==> src/rtl/rv32_pkg.sv <==
// Shared rv32 control definitions: opcodes, sequencer states, instruction
// classes and datapath select encodings.
package rv32_pkg;

   localparam logic [6:0] OP_R      = 7'b0110011;
   localparam logic [6:0] OP_IMM    = 7'b0010011;
   localparam logic [6:0] OP_LOAD   = 7'b0000011;
   localparam logic [6:0] OP_STORE  = 7'b0100011;
   localparam logic [6:0] OP_BRANCH = 7'b1100011;
   localparam logic [6:0] OP_JAL    = 7'b1101111;
   localparam logic [6:0] OP_JALR   = 7'b1100111;
   localparam logic [6:0] OP_LUI    = 7'b0110111;
   localparam logic [6:0] OP_AUIPC  = 7'b0010111;

   typedef enum logic [2:0] {
      S_RST, FETCH, DECODE, EXEC, MEM, WB, ERR
   } state_t;

   typedef enum logic [3:0] {
      CL_R, CL_IMM, CL_LOAD, CL_STORE, CL_BRANCH,
      CL_JAL, CL_JALR, CL_LUI, CL_AUIPC, CL_ILLEGAL
   } instr_class_t;

   typedef enum logic [1:0] {
      ALU_ADD = 2'b00, ALU_BRANCH = 2'b01, ALU_RFUNCT = 2'b10, ALU_IFUNCT = 2'b11
   } alu_op_t;

   typedef enum logic [1:0] {
      SRC_A_RS1 = 2'b00, SRC_A_PC = 2'b01, SRC_A_ZERO = 2'b10
   } alu_src_a_t;

   typedef enum logic [1:0] {
      WB_ALU = 2'b00, WB_MEM = 2'b01, WB_PC4 = 2'b10
   } mem_to_reg_t;

   function automatic logic is_mem(instr_class_t c);
      return (c == CL_LOAD) || (c == CL_STORE);
   endfunction

endpackage

==> src/rtl/opcode_class.sv <==
// Combinational opcode-to-class decoder, shared by the sequencer and ALU control.
module opcode_class
   import rv32_pkg::*;
(
   input  logic [6:0]   opcode_i,
   input  logic [2:0]   func3_i,
   output instr_class_t class_o
);

   always_comb begin
      class_o = CL_ILLEGAL;
      case (opcode_i)
         OP_R:      class_o = CL_R;
         OP_IMM:    class_o = CL_IMM;
         // Loads/stores are only legal with a defined access width.
         OP_LOAD:   if (func3_i inside {3'b000, 3'b001, 3'b010, 3'b100, 3'b101}) class_o = CL_LOAD;
         OP_STORE:  if (func3_i inside {3'b000, 3'b001, 3'b010}) class_o = CL_STORE;
         OP_BRANCH: class_o = CL_BRANCH;
         OP_JAL:    class_o = CL_JAL;
         OP_JALR:   class_o = CL_JALR;
         OP_LUI:    class_o = CL_LUI;
         OP_AUIPC:  class_o = CL_AUIPC;
         default:   class_o = CL_ILLEGAL;
      endcase
   end

endmodule

==> src/rtl/mc_sequencer.sv <==
// Multi-cycle rv32 control sequencer with req/ready memory handshakes and timeout.
// Define MC_SEQ_TRAP_ILLEGAL_EN to trap illegal opcodes into ERR with a sticky flag.
module mc_sequencer
   import rv32_pkg::*;
#(
   parameter int unsigned MEM_TIMEOUT = 15,
   parameter int unsigned CNT_W       = 8
) (
   input  logic       clk,
   input  logic       rst,
   input  logic [6:0] opcode,
   input  logic [2:0] func3,
   input  logic       imem_ready,
   input  logic       dmem_ready,
   input  logic       branch_taken,
   output logic       imem_req,
   output logic       ir_write,
   output logic       pc_inc,
   output logic       pc_load,
   output logic       dmem_req,
   output logic       dmem_we,
   output logic       reg_write,
   output logic [1:0] alu_src_a,
   output logic       alu_src_b,
   output logic [1:0] alu_op,
   output logic [1:0] mem_to_reg,
   output logic       instr_retire,
   output logic       bus_err,
   output logic       illegal
);

   localparam logic [CNT_W-1:0] TIMEOUT_CNT = CNT_W'(MEM_TIMEOUT);

   state_t             state_q;
   instr_class_t       cls_q;
   instr_class_t       dec_cls;
   logic [CNT_W-1:0]   cnt_q;
   logic               bus_err_q;
   logic               dec_illegal;
   logic               timeout;
`ifdef MC_SEQ_TRAP_ILLEGAL_EN
   logic               illegal_q;
`endif

   opcode_class u_opcode_class (
      .opcode_i (opcode),
      .func3_i  (func3),
      .class_o  (dec_cls)
   );

   assign dec_illegal = (dec_cls == CL_ILLEGAL);
   assign timeout     = (cnt_q == TIMEOUT_CNT);
   assign bus_err     = bus_err_q;

   always_ff @(posedge clk) begin
      if (rst) begin
         state_q   <= S_RST;
         cls_q     <= CL_ILLEGAL;
         cnt_q     <= '0;
         bus_err_q <= 1'b0;
`ifdef MC_SEQ_TRAP_ILLEGAL_EN
         illegal_q <= 1'b0;
`endif
      end else begin
         case (state_q)
            S_RST: begin
               state_q <= FETCH;
               cnt_q   <= '0;
            end
            FETCH: begin
               // Ready on the final counted cycle still wins over the timeout.
               if (imem_ready) begin
                  state_q <= DECODE;
               end else if (timeout) begin
                  state_q   <= ERR;
                  bus_err_q <= 1'b1;
               end else begin
                  cnt_q <= cnt_q + 1'b1;
               end
            end
            DECODE: begin
               cls_q <= dec_cls;
               if (dec_illegal) begin
`ifdef MC_SEQ_TRAP_ILLEGAL_EN
                  state_q   <= ERR;
                  illegal_q <= 1'b1;
`else
                  state_q <= FETCH;
                  cnt_q   <= '0;
`endif
               end else begin
                  state_q <= EXEC;
               end
            end
            EXEC: begin
               cnt_q <= '0;
               if (is_mem(cls_q))          state_q <= MEM;
               else if (cls_q == CL_BRANCH) state_q <= FETCH;
               else                         state_q <= WB;
            end
            MEM: begin
               if (dmem_ready) begin
                  cnt_q   <= '0;
                  state_q <= (cls_q == CL_STORE) ? FETCH : WB;
               end else if (timeout) begin
                  state_q   <= ERR;
                  bus_err_q <= 1'b1;
               end else begin
                  cnt_q <= cnt_q + 1'b1;
               end
            end
            WB: begin
               state_q <= FETCH;
               cnt_q   <= '0;
            end
            ERR:     state_q <= ERR;
            default: state_q <= ERR;
         endcase
      end
   end

   always_comb begin
      imem_req     = 1'b0;
      ir_write     = 1'b0;
      pc_inc       = 1'b0;
      pc_load      = 1'b0;
      dmem_req     = 1'b0;
      dmem_we      = 1'b0;
      reg_write    = 1'b0;
      alu_src_a    = SRC_A_RS1;
      alu_src_b    = 1'b0;
      alu_op       = ALU_ADD;
      mem_to_reg   = WB_ALU;
      instr_retire = 1'b0;
      illegal      = 1'b0;
      case (state_q)
         FETCH: begin
            imem_req = 1'b1;
            ir_write = imem_ready;
            pc_inc   = imem_ready;
         end
         DECODE: begin
            illegal = dec_illegal;
`ifndef MC_SEQ_TRAP_ILLEGAL_EN
            instr_retire = dec_illegal;
`endif
         end
         EXEC, MEM: begin
            // Selects stay identical across EXEC and MEM for loads/stores.
            alu_src_b = 1'b1;
            case (cls_q)
               CL_R:             begin alu_src_b = 1'b0; alu_op = ALU_RFUNCT; end
               CL_IMM:           alu_op = ALU_IFUNCT;
               CL_BRANCH:        begin alu_src_b = 1'b0; alu_op = ALU_BRANCH; end
               CL_JAL, CL_AUIPC: alu_src_a = SRC_A_PC;
               CL_LUI:           alu_src_a = SRC_A_ZERO;
               default:          ;
            endcase
            if (state_q == EXEC) begin
               pc_load      = (cls_q == CL_BRANCH) ? branch_taken
                                                   : ((cls_q == CL_JAL) || (cls_q == CL_JALR));
               instr_retire = (cls_q == CL_BRANCH);
            end else begin
               dmem_req     = 1'b1;
               dmem_we      = (cls_q == CL_STORE);
               instr_retire = (cls_q == CL_STORE) && dmem_ready;
            end
         end
         WB: begin
            reg_write    = 1'b1;
            instr_retire = 1'b1;
            if (cls_q == CL_LOAD)                           mem_to_reg = WB_MEM;
            else if ((cls_q == CL_JAL) || (cls_q == CL_JALR)) mem_to_reg = WB_PC4;
         end
         default: ;
      endcase
`ifdef MC_SEQ_TRAP_ILLEGAL_EN
      illegal = illegal | illegal_q;
`endif
   end

endmodule

==> config.mk <==
export PLATFORM = sky130hd
export DESIGN_NAME = mc_sequencer
export DESIGN_NICKNAME = d
export VERILOG_FILES = /design/src/rtl/rv32_pkg.sv /design/src/rtl/opcode_class.sv /design/src/rtl/mc_sequencer.sv
export SDC_FILE = /design/constraint.sdc
export NUM_CORES = 1
export LEC_CHECK = 0
export BUFFER_PORTS_ARGS = -buffer_cell sky130_fd_sc_hd__buf_2
export CAP_MARGIN = 20
export CORE_MARGIN = 10
export CORE_UTILIZATION = 45
export CTS_CLUSTER_DIAMETER = 120
export CTS_CLUSTER_SIZE = 14
export DETAILED_ROUTE_END_ITERATION = 16
export GPL_ROUTABILITY_DRIVEN = 0
export PLACE_DENSITY_LB_ADDON = 0.08
export REMOVE_ABC_BUFFERS = 1
export SLEW_MARGIN = 15
export SYNTH_ARGS = -nofsm -noshare
export SYNTH_HDL_FRONTEND = slang
export SYNTH_SLANG_ARGS = --single-unit
==> constraint.sdc <==
create_clock -name clk -period 1.6 [get_ports clk]
set_input_delay 0.16 -clock clk [delete_from_list [all_inputs] [get_ports clk]]
set_output_delay 0.16 -clock clk [all_outputs]
set_load 0.1 [all_outputs]
==> results of run 1 <==
## metrics by stage
step	utilization	hold slack [ns]
3_3_place_gp	0.7675	0.4458
2_1_floorplan	-	0.2291
4_1_cts	0.8997	0.2017
3_5_place_dp	0.7675	0.4738
## cell families after synthesis
kind of cell | share of synthesized area
AOI/OAI and AO/OA | 0.3037
xor gates and xnor gates | 0.01417
adders and majority gates | 0.01012
buffers and inverters | 0.04757
DFF | 0.2591
and+or+nand+nor | 0.3654
## timing repair
action / 4_1_cts
pin swaps: 15
buffers inserted: 18
setup endpoints to repair: 18
resized for setup: 50
==> metrics.md, run 1 <==
| Metric | Value |
|---|---|
| Top-count cell post-synth | nor2_1 |
| Setup WS pre-CTS | -0.3579 ns |
| Rows | 18 |
| Error | [ERROR DPL-0038] Utilization greater than 100%, impossible to legalize |
| # hold bufs at CTS | 0 |
| Largest net degree at the start of global routing | 17 |
| Synthesized area per cell | 7.187 um2 |
| Critical endpoint after global-route timing repair | alu_op[0] |
| Area contributors post-synth | dfxtp_1, nor2_1, a21oi_1 |
| Top post-synthesis cells by count | nor2_1, dfxtp_1, nand2_1, a21oi_1 |
| Worst ep type | output port |
| Worst-case clock buffer depth | 2 |
| Initial core utilization | 0.4857 |
| Inst Count DP | approximately 270 |
| Htree depth | 1 |
| Post-Syn Area | 1236 um2 |
| Seq/Total Area, Yosys | 0.2591 |
| Die H | just over 70 um |
| Placed cell area | 1953 um2 |
| I/O Buffers | 31 |
| Root Driver | clkbuf_4 |
| HPWL after DPL | 2.986 mm |
| Async S/R FF share, synth | 0 |
| Status | aborted with a tool error |
| Synth top area share | 0.2591 |
| Synth Flop Type | dfxtp_1 |
| Distinct cells, synth | 46 |
| Synth Instances | 172 |
| Yosys top cell by area | dfxtp_1 |
| IO Pins | 32 |
| Yosys warning total | 0 |
| Die X | around 72 um |
| CTS Buf Count | 3 |
| Synth Register Bits | 16 |
| EDFF count, synth | 0 |
| Failed at | 5_1_grt |
| Clock Sinks | 16 |
==> inputs of run 2 (changes only) <==
CORE_UTILIZATION = 30   (was 45)
CTS_CLUSTER_DIAMETER = unset   (was 120)
CTS_CLUSTER_SIZE = unset   (was 14)
PLACE_DENSITY_LB_ADDON = 0.15   (was 0.08)
clock period = 2.08 ns   (was 1.6 ns; I/O delays follow)
==> metrics.md, run 2 <==
| Metric | Value |
|---|---|
| CTS Buf Count | 3 (unchanged) |
| Final setup fails | 0 |
| Vias in the first global route | 1,396 |
| Synth Flop Type | dfxtp_1 (unchanged) |
| Leakage power | 0.6833 nW |
| Slew margin rel. | 0.6740 |
| Reg2reg path depth | 6 |
| Max-Cap Viols | 0 |
| Critical Path RT | ~1.9 ns |
| HPWL after DPL | 3.140 mm (was 2.986 mm) |
| Cell depth of the worst min-delay path | 4 |
| # DRC | 0 |
| CTS tree | done |
| Internal power | 0.5606 mW |
| Clock transition at path regs | 0.07 ns |
| Crit-path max cell delay | 0.44 ns |
| Class of the worst hold path | input pin to flop |
| Synth Instances | 172 (unchanged) |
| 1st-pass router iterations | 4 |
| Area contributors post-synth | dfxtp_1, nor2_1, a21oi_1 (unchanged) |
| Comb power frac | 0.276 |
| Initial core utilization | 0.3090 (was 0.4857) |
| Latest clock arrival within the worst-skew pair | 0.26 ns |
| Async S/R FF share, synth | 0 (unchanged) |
| Hold WS | around 0.29 ns |
| Worst path slowest cell | dfxtp_1 |
| Hold Startpoint | dmem_ready |
| Root Driver | clkbuf_8 (was clkbuf_4) |
| DRT antenna net count | 0 |
| WS Path Type | flop to output pin |
| Final setup skew | 0.001564 ns |
| Worst-case clock buffer depth | 2 (unchanged) |
| RSZ-0062 raised after global routing | false |
| Worst VDD drop | 0.1927 mV |
| Vias | 1,438 |
| Placed cell area | 1658 um2 (was 1953 um2) |
| Drt initial violations | 118 |
| R2R Path Start | state_q[0]$_SDFF_PP0_ |
| Post-Syn Area | 1236 um2 (unchanged) |
| Seq/Total Area, Yosys | 0.2591 (unchanged) |
| GRT Residual Overflow | 0 |
| Top post-synthesis cells by count | nor2_1, dfxtp_1, nand2_1, a21oi_1 (unchanged) |
| Top Registers | cnt_q x8, cls_q x4, state_q x3 |
| Via density per instance | 5.510 |
| # hold bufs at CTS | 0 (unchanged) |
| Reg2reg end | cnt_q[4]$_SDFFE_PP0P_ |
| Biggest register | cnt_q |
| CP endpoint kind | output pin |
| Yosys top cell by area | dfxtp_1 (unchanged) |
| Final Max Tran Viols | 0 |
| Largest net degree at the start of global routing | 17 |
| GRT Total Usage | 0.1076 |
| Top-count cell post-synth | nor2_1 (unchanged) |
| Power Density | 481.5 nW/um2 |
| Leading cell type in the layout, fill and taps excluded | nor2_1 |
| CP Cell Sequence | nor2b_2 > nand4b_1 > nor3b_1 > buf_12 |
| Area delta synth->final | 41.50% |
| Die X | 84.19 um (was 72.41 um) |
| Commonest non-fill, non-tap cells in the layout | nor2_1, buf_2, nand2_1 |
| I/O Buffers | 31 (unchanged) |
| Distinct cells, synth | 46 (unchanged) |
| Switching power share of the total | 0.3344 |
| Fin crit share | 0.9481 |
| Slack of the worst reg-to-reg path | 0.24 ns |
| Total routed wirelength | 4.010 mm |
| Critical Path AT | 1.76 ns |
| Htree depth | 1 (unchanged) |
| Rows | 23 (was 18) |
| Post-DR wirelength/cell | around 15 um |
| Synth top area share | 0.2591 (unchanged) |
| Status | finished, final reports clean (was aborted with a tool error) |
| Core Area | 4000 um2 |
| Clock Sinks | 16 (unchanged) |
| Yosys warning total | 0 (unchanged) |
| Max Freq | 507.1 MHz |
| Synthesized area per cell | 7.187 um2 (unchanged) |
| Synth Register Bits | 16 (unchanged) |
| IO Pins | 32 (unchanged) |
| Min-Delay Endpoint | state_q[2]$_SDFF_PP0_ |
| CP Max Fanout | 6 |
| Count of final hold-check violations | 0 |
| Share of cells above drive strength 1 | 0.2938 |
| Diodes inserted | 0 |
| Fin nets | 228 |
| Period minus WS final | 1.972 ns |
| Initial antenna violation count | 0 |
| First-pass GRT wire length | 6.596 mm |
| Die H | 84.19 um (was 72.41 um) |
| Largest register FFs | 8 |
| Clock power share | 0.339 |
| CP Launch Type | flop |
| Finished Cell Area | 1749 um2 |
| EDFF count, synth | 0 (unchanged) |
| Worst-Margin Slew | around 0.49 ns |
| NetSw | 0.2816 mW |
| Die area | 7088 um2 |
| Sequential share of power | 0.385 |
==> run 2: per-layer routing <==
layer | part of all wire | wire, um | track usage | vias up
li1 | - | - | - | 709
met3 | 0.060 | 242 | 0.03092 | 7
met4 | 0.015 | 61 | 0.03653 | 0
met1 | 0.45 | 1797 | 0.1305 | 681
met2 | 0.48 | 1909 | 0.1763 | 41
met5 | 0 | 0 | 0 | -
==> run 2: through the flow <==
step / setup slack (ns) / util / power, mW / instances / TNS, ns
6_report: 0.1080 / 0.4373 / 0.8422 / 261 / 0
5_1_grt: 0.009677 / 0.4373 / 0.8731 / 261 / 0
4_1_cts: 0.007447 / 0.4282 / 0.8331 / 261 / 0
3_5_place_dp: 0.01538 / 0.4145 / 0.5539 / 257 / 0
3_3_place_gp: 0.05800 / 0.4145 / 0.5487 / 257 / 0
2_1_floorplan: -3.305 / - / 0.4684 / 164 / -31.93
==> run 2: repair_timing <==
item,in CTS,in global routing
endpoints found under the setup margin,0,6
setup buffers,0,0
gates resized for setup,0,11
==> run 2: cell families after synthesis <==
kind of cell,Yosys count,share of synthesized area
xor+xnor,2,0.01417
flops,16,0.2591
simple gates,85,0.3654
compound gates,54,0.3037
buf+inv,14,0.04757
fa+ha+maj,1,0.01012
==> run 2: worst max-delay path by stage <==
stage,from,endpoint,slack (ns),depth (start not counted)
after floorplan,state_q[2]$_SDFF_PP0_,alu_op[0],-3.30,4
after global placement,opcode[2],instr_retire,0.06,8
after detailed placement,opcode[2],instr_retire,0.02,8
after CTS,state_q[0]$_SDFF_PP0_,alu_op[1],0.007,4
after global routing,opcode[2],instr_retire,0.01,8
final,state_q[0]$_SDFF_PP0_,pc_load,0.11,4
==> run 2: layout make-up <==
class	instances	area (um2)
Clock buffer	4	55.05
Fill cell	408	2251
Inverter	6	22.52
Multi-Input combinational cell	142	877.1
Sequential cell	16	321.6
Tap cell	50	62.56
Timing Repair Buffer	43	410.4
==> run 2: worst max-delay path, delay by kind of cell, from the launching register on <==
family	cells	cell delay, ns
flip-flops	1	0.44
AND/OR/NAND/NOR	3	0.84
buffers and inverters	1	0.23
==> run 2: power by group through the flow <==
stage	Clock [mW]	Sequential [mW]	Combinational (mW)
finish	0.285	0.324	0.233
global route	0.299	0.326	0.249
CTS	0.285	0.323	0.225
detailed placement	0	0.330	0.224
global placement	0	0.330	0.219
floorplan	0	0.331	0.137
Note: power is estimated with default switching activity, not from simulation.
